[config.mk]
export PLATFORM = sky130hd
export DESIGN_NAME = writeback_unit
export DESIGN_NICKNAME = d
export VERILOG_FILES = /design/src/rtl/writeback_unit.sv
export SDC_FILE = /design/constraint.sdc
export NUM_CORES = 1
export LEC_CHECK = 0
export CAP_MARGIN = 20
export CORE_MARGIN = 2
export CORE_UTILIZATION = 45
export CTS_BUF_LIST = sky130_fd_sc_hd__clkbuf_8
export DETAILED_ROUTE_END_ITERATION = 6
export DONT_BUFFER_PORTS = 1
export MAX_ROUTING_LAYER = met4
export SETUP_SLACK_MARGIN = 0.15
export SYNTH_ARGS = -nofsm -noshare
export SYNTH_HDL_FRONTEND = slang
export SYNTH_SLANG_ARGS = --single-unit
[constraint.sdc]
create_clock -name CLK -period 2.5 [get_ports CLK]
set_clock_uncertainty 0.2 [all_clocks]
set_input_delay 0.5 -clock CLK [delete_from_list [all_inputs] [get_ports CLK]]
set_output_delay 0.5 -clock CLK [all_outputs]
set_load 0.03 [all_outputs]
[src/rtl/writeback_unit.sv]
// writeback_unit: ALU/load writeback FSM (in: CLK RST ex_* mem_ack mem_rdata; out: busy reg_write write_index write_data misalign_err mem_timeout)
module writeback_unit #(
  parameter int TIMEOUT = 255
) (
  input  logic        CLK,
  input  logic        RST,
  input  logic        ex_valid,
  input  logic        ex_is_load,
  input  logic [4:0]  ex_rd,
  input  logic [31:0] ex_result,
  input  logic [1:0]  ex_load_size,
  input  logic        ex_load_unsigned,
  input  logic [1:0]  ex_addr_low,
  input  logic        mem_ack,
  input  logic [31:0] mem_rdata,
  output logic        busy,
  output logic        reg_write,
  output logic [4:0]  write_index,
  output logic [31:0] write_data,
  output logic        misalign_err,
  output logic        mem_timeout
);
  typedef enum logic {IDLE, WAIT_MEM} state_t;
  localparam logic [7:0] LAST = 8'(TIMEOUT - 1);
  state_t state;
  logic [7:0] cnt;
  logic [4:0] rd_q;
  logic [1:0] size_q, addr_q;
  logic uns_q, misalign;
  logic [31:0] sh_b, sh_h, load_val;
  assign busy = state == WAIT_MEM;
  always_comb begin
    misalign = (ex_load_size == 2'b01 && ex_addr_low[0]) || (ex_load_size[1] && ex_addr_low != 2'b00);
    sh_b = mem_rdata >> {addr_q, 3'b000};
    sh_h = mem_rdata >> {addr_q[1], 4'b0000};
    load_val = size_q[1] ? mem_rdata :
               size_q[0] ? {{16{~uns_q & sh_h[15]}}, sh_h[15:0]} :
                           {{24{~uns_q & sh_b[7]}}, sh_b[7:0]};
  end
  always_ff @(posedge CLK) begin
    if (RST) begin
      state <= IDLE;
      cnt <= '0;
      rd_q <= '0;
      size_q <= '0;
      addr_q <= '0;
      uns_q <= 1'b0;
      reg_write <= 1'b0;
      write_index <= '0;
      write_data <= '0;
      misalign_err <= 1'b0;
      mem_timeout <= 1'b0;
    end else begin
      reg_write <= 1'b0;
      misalign_err <= 1'b0;
      if (state == IDLE) begin
        if (ex_valid && !ex_is_load) begin
          reg_write <= ex_rd != 5'd0;
          write_index <= ex_rd;
          write_data <= ex_result;
        end else if (ex_valid && misalign) begin
          misalign_err <= 1'b1;
        end else if (ex_valid) begin
          rd_q <= ex_rd;
          size_q <= ex_load_size;
          uns_q <= ex_load_unsigned;
          addr_q <= ex_addr_low;
          cnt <= '0;
          state <= WAIT_MEM;
        end
      end else if (mem_ack) begin
        reg_write <= rd_q != 5'd0;
        write_index <= rd_q;
        write_data <= load_val;
        state <= IDLE;
      end else if (cnt == LAST) begin
        mem_timeout <= 1'b1;
        state <= IDLE;
      end else begin
        cnt <= cnt + {7'd0, cnt != 8'hFF};
      end
    end
  end
endmodule
==> results of run 1 <==
## registers in the layout, summed over array words and instances (netlist names)
| signal | cells |
|---|---|
| uns_q | 1 |
| reg_write | 1 |
| busy | 1 |
| cnt | 8 |
| addr_q | 2 |
| rd_q | 5 |
| write_index | 5 |
| misalign_err | 1 |
| mem_timeout | 1 |
| size_q | 2 |
| write_data | 32 |
## critical path, cell delays in order, from the launching register on
cell                      delay [ns]
sky130_fd_sc_hd__dfxtp_1        0.35
sky130_fd_sc_hd__and4_1         0.26
sky130_fd_sc_hd__and3_1         0.22
sky130_fd_sc_hd__nand3_1        0.09
sky130_fd_sc_hd__ha_2           0.22
sky130_fd_sc_hd__ha_1           0.20
sky130_fd_sc_hd__nand2_1        0.08
sky130_fd_sc_hd__or4_1          0.40
sky130_fd_sc_hd__a21oi_1        0.16
## synthesized netlist by cell type (4+ instances only)
master                     number  area share
sky130_fd_sc_hd__nor3_1         9       0.014
sky130_fd_sc_hd__a211oi_1       6       0.014
sky130_fd_sc_hd__mux2i_1       18       0.057
sky130_fd_sc_hd__a21oi_1       10       0.016
sky130_fd_sc_hd__clkbuf_1      12       0.014
sky130_fd_sc_hd__or3_1          5       0.010
sky130_fd_sc_hd__a221oi_1      27       0.075
sky130_fd_sc_hd__nand2b_1      10       0.020
sky130_fd_sc_hd__a221oi_2       4       0.019
sky130_fd_sc_hd__nor2_1        36       0.043
sky130_fd_sc_hd__nand2_1       46       0.055
sky130_fd_sc_hd__o21ai_0       29       0.046
sky130_fd_sc_hd__nand3_1        4      0.0064
sky130_fd_sc_hd__mux2_2         4       0.014
sky130_fd_sc_hd__mux2_4         4       0.019
sky130_fd_sc_hd__buf_2         14       0.022
sky130_fd_sc_hd__nor3b_1        7       0.017
sky130_fd_sc_hd__a22oi_1        7       0.017
sky130_fd_sc_hd__o311a_1        7       0.022
sky130_fd_sc_hd__o221ai_1       7       0.020
sky130_fd_sc_hd__dfxtp_1       59        0.38
## stage by stage
stage / setup WS [ns] / hold slack [ns] / total power [mW]
final: 0.257 / 0.0299 / 2.15
after global routing: 0.138 / 0.00904 / 2.25
after CTS: 0.215 / 0.00468 / 2.17
after detailed placement: 0.238 / 0.294 / 1.39
after global placement: 0.374 / 0.288 / 1.38
after floorplan: 0.395 / 0.267 / 1.34
## layer usage
layer	global-route usage	wire (um)	vias to the layer above
li1	-	-	1348
met1	0.332	3900	1298
met2	0.329	3940	100
met3	0.0820	906	10
met4	0.0741	136	0
met5	-	0	-
## power by group through the flow
stage	registers, mW	logic (mW)	clock network (mW)
finish	1.12	0.248	0.787
detailed placement	1.14	0.247	0
CTS	1.12	0.249	0.803
global route	1.12	0.276	0.852
global placement	1.14	0.243	0
floorplan	1.12	0.214	0
## area by class of cell
cell class | instances | area share
repair buffers | 11 | 0.0290
inverters | 3 | 0.00334
flip-flops and latches | 59 | 0.351
clock inverters | 7 | 0.0160
well taps | 96 | 0.0356
multi-input cells | 269 | 0.528
clock buffers | 9 | 0.0367
## placed cells by master (no fill, tap or decap), types with 7 or more instances in the layout
master / n
sky130_fd_sc_hd__a21oi_1: 10
sky130_fd_sc_hd__a221oi_1: 27
sky130_fd_sc_hd__a22oi_1: 7
sky130_fd_sc_hd__buf_4: 9
sky130_fd_sc_hd__clkbuf_8: 9
sky130_fd_sc_hd__dfxtp_1: 57
sky130_fd_sc_hd__mux2i_1: 18
sky130_fd_sc_hd__nand2_1: 46
sky130_fd_sc_hd__nand2b_1: 10
sky130_fd_sc_hd__nor2_1: 36
sky130_fd_sc_hd__nor3_1: 9
sky130_fd_sc_hd__nor3b_1: 7
sky130_fd_sc_hd__o21ai_0: 29
sky130_fd_sc_hd__o221ai_1: 7
sky130_fd_sc_hd__o311a_1: 7
## worst max path at each step
stage            from  endpoint  slack, ns  cells after the start
2_1_floorplan  cnt[2]    cnt[6]       0.39                      9
3_3_place_gp   cnt[2]    cnt[6]       0.37                      8
3_5_place_dp   cnt[3]    cnt[6]       0.24                      8
4_1_cts        cnt[3]    cnt[6]       0.21                      8
5_1_grt        cnt[3]    cnt[6]       0.14                      8
6_report       cnt[3]    cnt[6]       0.26                      8
## timing repair
action,CTS,global route
endpoints found under the hold margin,1,0
gates resized for setup,0,2
endpoints found under the setup margin,0,8
hold buffers,1,0
## kinds of logic (layout without fill, tap and decap cells)
family | after synthesis | count (layout)
AO/OA/AOI/OAI | 107 | 107
XOR/XNOR | 1 | 1
adder cells (fa/ha/maj) | 2 | 2
buffers and inverters | 35 | 30
flip-flops | 59 | 59
multiplexers | 26 | 26
AND/OR/NAND/NOR | 133 | 133
==> flow_results.org, run 1 <==
** Run status
- The flow ran to the end, and the final reports show no timing, DRC or antenna violations.

** Route
- Remaining antenna violation count :: 0
- After detailed routing, the average wire length per cell comes to around 20 um.
- The routed design has 8890 um of wire.
- The detailed router finished its first iteration with about 160 violations.
- In the routed design, unresolved DRC markers number 0.
- Total number of vias :: 2756
- Iteration count of the initial detailed-routing pass :: 4
- After detailed routing, the number of vias per cell comes to 6.07.

** Cells and area
- Post-layout instance count excluding filler cells :: 454
- In the final layout, flip-flops and latches occupy roughly 1200 sq um.
- In the final layout, the share of cells above drive strength 1 is 0.128.
- Antenna Cells :: 0
- The finished cells cover ~3400 sq um.
- Net total in the final layout :: 434
- In the final layout, the multi-input gates occupy ~1800 sq um.
- After filler insertion, the fill cell instance count of the layout stands at 673.
- Final Core Density :: 0.496
- Compared with the post-synthesis result, the final layout area differs by 7.25%.

** Critical path
- Reg-to-Reg Start :: cnt[3]
- Across all register-to-register paths, the minimum setup slack is 0.26 ns.
- Arrival time worst endpoint :: 2.31 ns
- For the worst setup path, the data required time is 2.57 ns.
- Crit start category :: flip-flop
- Of all nets on the critical path, the largest fanout is 6.
- STA classifies the critical path endpoint as a flip-flop.
- The worst register-to-register path has a depth of 8.
- Critical path class :: reg2reg
- Capturing point of the worst reg2reg path :: cnt[6]

** Die
- The floorplan step set the die width to 87.6 um.
- Die Y-Extent :: 87.6 um
- The floorplan has 30 rows.
- The initial utilization of the core area, before any placement, comes to 0.463.
- Placeable core region :: 6790 sq um
- 120 I/O pins were placed.
- Die area :: 7670 sq um

** Pwr
- The share of total power dissipated in the clock network is 0.366.
- Switching pwr :: 687 uW
- Maximum vdd ir drop :: 0.000314 V
- In this run the power density over the cells is 638 nW/um^2.
- Share of total power in sequential cells :: 0.519
- Of the total power, combinational logic draws 0.115.
- Switching Fraction :: 0.319
- In this run the static leakage power is 1.15 nW.
- The internal portion of the total power is 1.46 mW.

** Global routing
- The initial antenna violation count was 0.
- First-pass GRT wire length :: 13900 um
- Vias in the first global route :: 2611
- Entering global routing, the biggest net connects 53 pins.
- Total routing resource utilization after global routing :: 0.240
- Global routing finished with a remaining overflow of 0.

** Run
- Max cap viols :: 0

** Placed design
- Post-DP HPWL :: 6300 um
- After detailed placement, the design holds a cell count of 437.
- Count of buffers from port buffering :: 0
- The congestion estimate from routability-driven global placement came to between 0.8 and 0.9.
- In this run the cell area measured after placement is 3180 sq um.

** Min path
- Endpoint of the worst hold path :: mem_timeout
- Min-Delay Startpoint :: RST
- Worst Hold Path Cells :: 1
- The path class of the tightest hold or removal check is in2reg.

** Timing
- Of the available clock period, the critical path in the final layout requires 0.897.
- Measured slew at the worst slew-check pin :: 0.647 ns
- Final Critical Period :: 2.24 ns
- Final-report max-slew violation count :: 0
- Post-route setup TNS :: 0 ns
- The worst pin sits at a relative slew slack of 0.568.
- Setup-failing EPs final :: 0
- Timing would allow up to about 450 MHz.
- The number of endpoints with negative hold slack in the final report came to 0.
- Setup repair after global routing could not meet its margin everywhere.

** Clock tree
- Post-CTS setup repair buffer count :: 0
- Number of buffers created by CTS :: 9
- Clock Latency Late Sink :: approximately 0.34 ns
- TritonCTS built the clock tree.
- Number of buffers on the longest clock path :: 2
- Clock tree synthesis selected as its root buffer the cell sky130_fd_sc_hd__clkbuf_8.
- Maximum level of the CTS H-tree :: 3
- After clock tree synthesis, the clock-pin slew on the worst setup and hold paths is 0.07 ns.
- Clock tree synthesis found a total of 59 sinks.

** Synthesis
- The synthesized design contains 59 register bits.
- Counting flops with an async set or reset pin after synthesis yields a share of 0.
- After synthesis the cells add up to around 3100 sq um.
- Share of synthesized area spent on multiplexers :: 0.0908
- Complex-gate fraction of the synthesized area :: 0.256
- Mean instance size in the synthesized netlist :: around 8.7 sq um
- Flip-flop cell with the highest count after synthesis :: sky130_fd_sc_hd__dfxtp_1
- When the netlist entered floorplanning its net count stood at ~440.
- Number of enable-type register cells in the synthesized netlist :: 0
- Of the total synthesized cell area, the portion taken by AND, OR, NAND and NOR gates is 0.209.
- Adder-cell share of the synthesized area :: 0.00796
- For this run, the number of Yosys warnings is 0.
- Post-Syn Instances :: roughly 360
- By area, the combinational part of the netlist is dominated by compound AO/OA/AOI/OAI gates.
- Of the total synthesized cell area, the portion taken by XOR and XNOR cells is 0.00279.
- Fraction of the yosys area taken by sequential cells :: 0.376
- Number of unique standard cell types used by synthesis :: between 40 and 50
(Power assumes the default switching activity.)
==> run 2: changes to the inputs <==
--- a/config.mk
+++ b/config.mk
@@ -6,12 +6,14 @@
 export NUM_CORES = 1
 export LEC_CHECK = 0
 export CAP_MARGIN = 20
-export CORE_MARGIN = 2
-export CORE_UTILIZATION = 45
+export CELL_PAD_IN_SITES_DETAIL_PLACEMENT = 0
+export CELL_PAD_IN_SITES_GLOBAL_PLACEMENT = 1
+export CORE_UTILIZATION = 43
 export CTS_BUF_LIST = sky130_fd_sc_hd__clkbuf_8
 export DETAILED_ROUTE_END_ITERATION = 6
 export DONT_BUFFER_PORTS = 1
 export MAX_ROUTING_LAYER = met4
+export PLACE_DENSITY_LB_ADDON = 0.1
 export SETUP_SLACK_MARGIN = 0.15
 export SYNTH_ARGS = -nofsm -noshare
 export SYNTH_HDL_FRONTEND = slang
==> constraint.sdc (replaced) <==
create_clock -name CLK -period 1.88 [get_ports CLK]
set_clock_uncertainty 0.2 [all_clocks]
set_input_delay 0.376 -clock CLK [delete_from_list [all_inputs] [get_ports CLK]]
set_output_delay 0.376 -clock CLK [all_outputs]
set_load 0.03 [all_outputs]
==> run 2 against run 1 <==
  * The run now ends with negative hold slack left
  * Register-to-register slack worse by 0.25 ns
  * Worst hold slack worse by 0.13 ns
  * Cell count up 6.8%
  * Die area shrank 0.18%
  * Sequential cell count did not move
  * Clock-buffer cell count rose by 3
  * Critical path type unchanged
  * Largest cell class unchanged
  * Largest power group is now the clock network
==> flow_results.org, run 2 (synthesis results as in run 1) <==
** Run status
- Run status :: finished, violations left
- The final reports fail on negative hold slack.

** Critical path
- Crit-path slowest cell :: sky130_fd_sc_hd__or4_1
- The largest stage delay on the critical path came to 0.39 ns (about the same).
- Critical path's most frequent cell :: sky130_fd_sc_hd__ha_4
- Critical path cell sequence :: and4_4, and3_4, nand3_2, ha_4, ha_4, nand2_2, or4_1, a21oi_1
- The data arrival at the endpoint of the critical path was 1.94 ns (-0.37 ns).
- The depth of the most critical reg-to-reg path is 8 (unchanged).
- The register-to-register setup slack came to 0.004 ns (-0.25 ns).
- The worst register-to-register path begins at cnt[1].
- CP Data Required Time :: 1.95 ns (-0.62 ns)
- Capturing point of the worst reg2reg path :: cnt[6]
- Critical path class :: reg2reg
- Worst setup path start :: cnt[1]
- The worst setup path is launched from a flip-flop.
- The maximum fanout count along the critical path was 3 (-3).
- STA classifies the critical path endpoint as a flip-flop.

** Global routing
- The number of global-route vias before repair was 2847 (+9.0%).
- Total routing resource utilization after global routing :: 0.261 (+0.0214)
- The global-route wire length before repair was 14700 um (+6.2%).
- Initial antenna violation count :: 0 (unchanged)
- The largest net degree at the start of global routing came to 53 (unchanged).
- The leftover overflow at the end of global routing came to 0 (unchanged).

** Clock tree
- The number of CTS-inserted buffers is 9 (unchanged).
- Maximum level of the CTS H-tree :: 3 (unchanged)
- The maximum buffer depth of the clock tree was 2 (unchanged).
- The tree is rooted in a sky130_fd_sc_hd__clkbuf_8.
- TritonCTS built the clock tree.
- The clock-pin transition on the worst setup and hold timing paths is 0.07 ns (about the same).
- Sinks on Clock Net :: 59 (unchanged)
- The clock latency on the worst-skew pair was 0.33 ns (about the same).

** Timing
- Relative slew slack :: 0.753 (+0.184)
- The actual transition at the worst max-transition pin is 0.370 ns (-0.276 ns).
- The number of endpoints with negative hold slack in the final report came to 51 (+51).
- Final critical-path share of the clock period :: 0.998 (+0.100)
- The max-slew violation count is 0 (unchanged).
- Setup repair after global routing could not meet its margin everywhere.
- Setup-failing EPs final :: 0 (unchanged)
- The setup TNS was 0 ns (unchanged).
- Fin Hold WS :: -0.0975 ns (-0.127 ns)
- Final Critical Period :: 1.88 ns (-0.368 ns)
- The maximum achievable frequency is 533 MHz (+20%).

** Cells and area
- Commonest cells after routing, fill and taps aside :: 50 x sky130_fd_sc_hd__dfxtp_1, 43 x sky130_fd_sc_hd__nand2_1, 36 x sky130_fd_sc_hd__nor2_1
- Most common cell after layout, fill and taps aside :: sky130_fd_sc_hd__dfxtp_1
- The number of diodes added for antenna fixing was 0 (unchanged).
- Ratio of cells with drive above 1 in the final layout :: 0.339 (+0.211)
- Post-layout instance count excluding filler cells :: 485 (+6.8%)
- Net total in the final layout :: 465 (+7.1%)
- Registers with the most flip-flops :: write_data: 32 flops, cnt: 8 flops
- Final instance area :: 4120 sq um (+22%)
- The number of flip-flops in the largest register is 32 (unchanged).
- Register bank with the most flops :: write_data
- Final Core Density :: 0.594 (+0.0974)
- Relative to the synthesized area, the layout overhead comes to 31.1%.

** Pwr
- The leakage power was 1.42 nW (+24%).
- Maximum vdd ir drop :: 0.000425 V (+35%)
- P per Cell Area :: 835 nW/um^2 (+31%)

** Route
- The number of DRC violations after detailed-routing iteration 0 is 110 (-32%).
- The number of optimization iterations in the first detailed-route pass came to 4 (unchanged).
- The final routed wire length divided by cell count came to 20.7 um (+5.7%).
- Remaining antenna violation count :: 0 (unchanged)
- The average vias per placed instance was 6.15 (+1.3%).
- Total number of vias :: 2982 (+8.2%)
- The total wire length after detailed routing came to 10000 um (+13%).
- The DRC violations left came to 0 (unchanged).

** Min path
- The startpoint identified for the worst hold timing path is RST.
- Worst Hold Path Cells :: 1 (unchanged)
- The worst hold path belongs to the class in2reg.
- Endpoint of the worst hold path :: write_data[10]

** Die
- The floorplan die area came to 7660 sq um (-0.18%).
- The die span in x was 87.5 um (about the same).
- The number of top-level design ports came to 120 (unchanged).
- Placeable core region :: 6940 sq um (+2.2%)
- The initial standard-cell utilization of the core came to 0.453 (-0.0100).
- The number of placement rows was 30 (unchanged).
- Die Y-Extent :: 87.5 um (about the same)

** Placed design
- The number of port buffers is 0 (unchanged).
- The final RePlAce weighted congestion came to 0.798 (-7.3%).
- Placed instance count :: 462 (+5.7%)
- DP Area :: 3450 sq um (+8.5%)
- Post-DP HPWL :: 6690 um (+6.3%)

** Run
- The max capacitance violation total was 0 (unchanged).
[run 2: cell types whose count changed in the layout (fill, tap and decap cells not counted), moves of 5 or more]
cell,delta
sky130_fd_sc_hd__a221oi_1,-24
sky130_fd_sc_hd__dfxtp_2,+5
sky130_fd_sc_hd__a221oi_2,+24
sky130_fd_sc_hd__buf_4,+20
sky130_fd_sc_hd__dfxtp_1,-7
sky130_fd_sc_hd__buf_6,+7
[run 2: through the flow]
step	setup slack (ns)	hold slack [ns]	total power [mW]
after floorplan	-0.101	0.270	1.78
after global placement	-0.123	0.250	1.88
after detailed placement	-0.195	0.252	1.88
after CTS	-0.0372	-0.109	3.43
after global routing	-0.0678	-0.131	3.57
final	0.00417	-0.0975	3.44
[run 2: layout make-up]
class                   count  area, sq um
multi-input cells         269         2120
well taps                  96          120
inverters                   3         11.3
repair buffers             42          417
clock buffers              12          165
clock inverters             4         95.1
fillers                   626         2820
flip-flops and latches     59         1200
[run 2: report_power, final]
| part | total, mW | internal, mW | switching, mW |
|---|---|---|---|
| clock | 1.50 | 0.988 | 0.514 |
| combinational | 0.455 | 0.220 | 0.235 |
| sequential | 1.48 | 1.32 | 0.166 |
| total | 3.44 | 2.52 | 0.916 |
[run 2: how the worst max path moves through the flow]
| stage | end | slack, ns | cells past startpoint |
|---|---|---|---|
| 2_1_floorplan | cnt[6] | -0.10 | 9 |
| 3_3_place_gp | write_data[31] | -0.12 | 4 |
| 3_5_place_dp | write_data[16] | -0.19 | 4 |
| 4_1_cts | cnt[6] | -0.04 | 8 |
| 5_1_grt | cnt[2] | -0.07 | 10 |
| 6_report | cnt[6] | 0.004 | 8 |
[run 2: layer usage]
layer	global-route usage	up-vias	routed length, um
li1	-	1412	-
met1	0.344	1446	4540
met2	0.391	114	4630
met3	0.0768	10	762
met4	0.0700	0	103
met5	-	-	0
[run 2: what timing repair did]
| item | in CTS | in global routing |
|---|---|---|
| endpoints found under the hold margin | 51 | 51 |
| resized for setup | 33 | 36 |
| setup endpoints to repair | 38 | 49 |
| pin swaps | 20 | 26 |
| buffers inserted | 5 | 1 |
| gates cloned | 0 | 1 |
[run 2: worst max-delay path: cells and delay by family (launching register included)]
| kind | cells | cell delay [ns] |
|---|---|---|
| adders and majority gates | 2 | 0.28 |
| DFF | 1 | 0.32 |
| and+or+nand+nor | 5 | 0.88 |
| AOI/OAI and AO/OA | 1 | 0.12 |
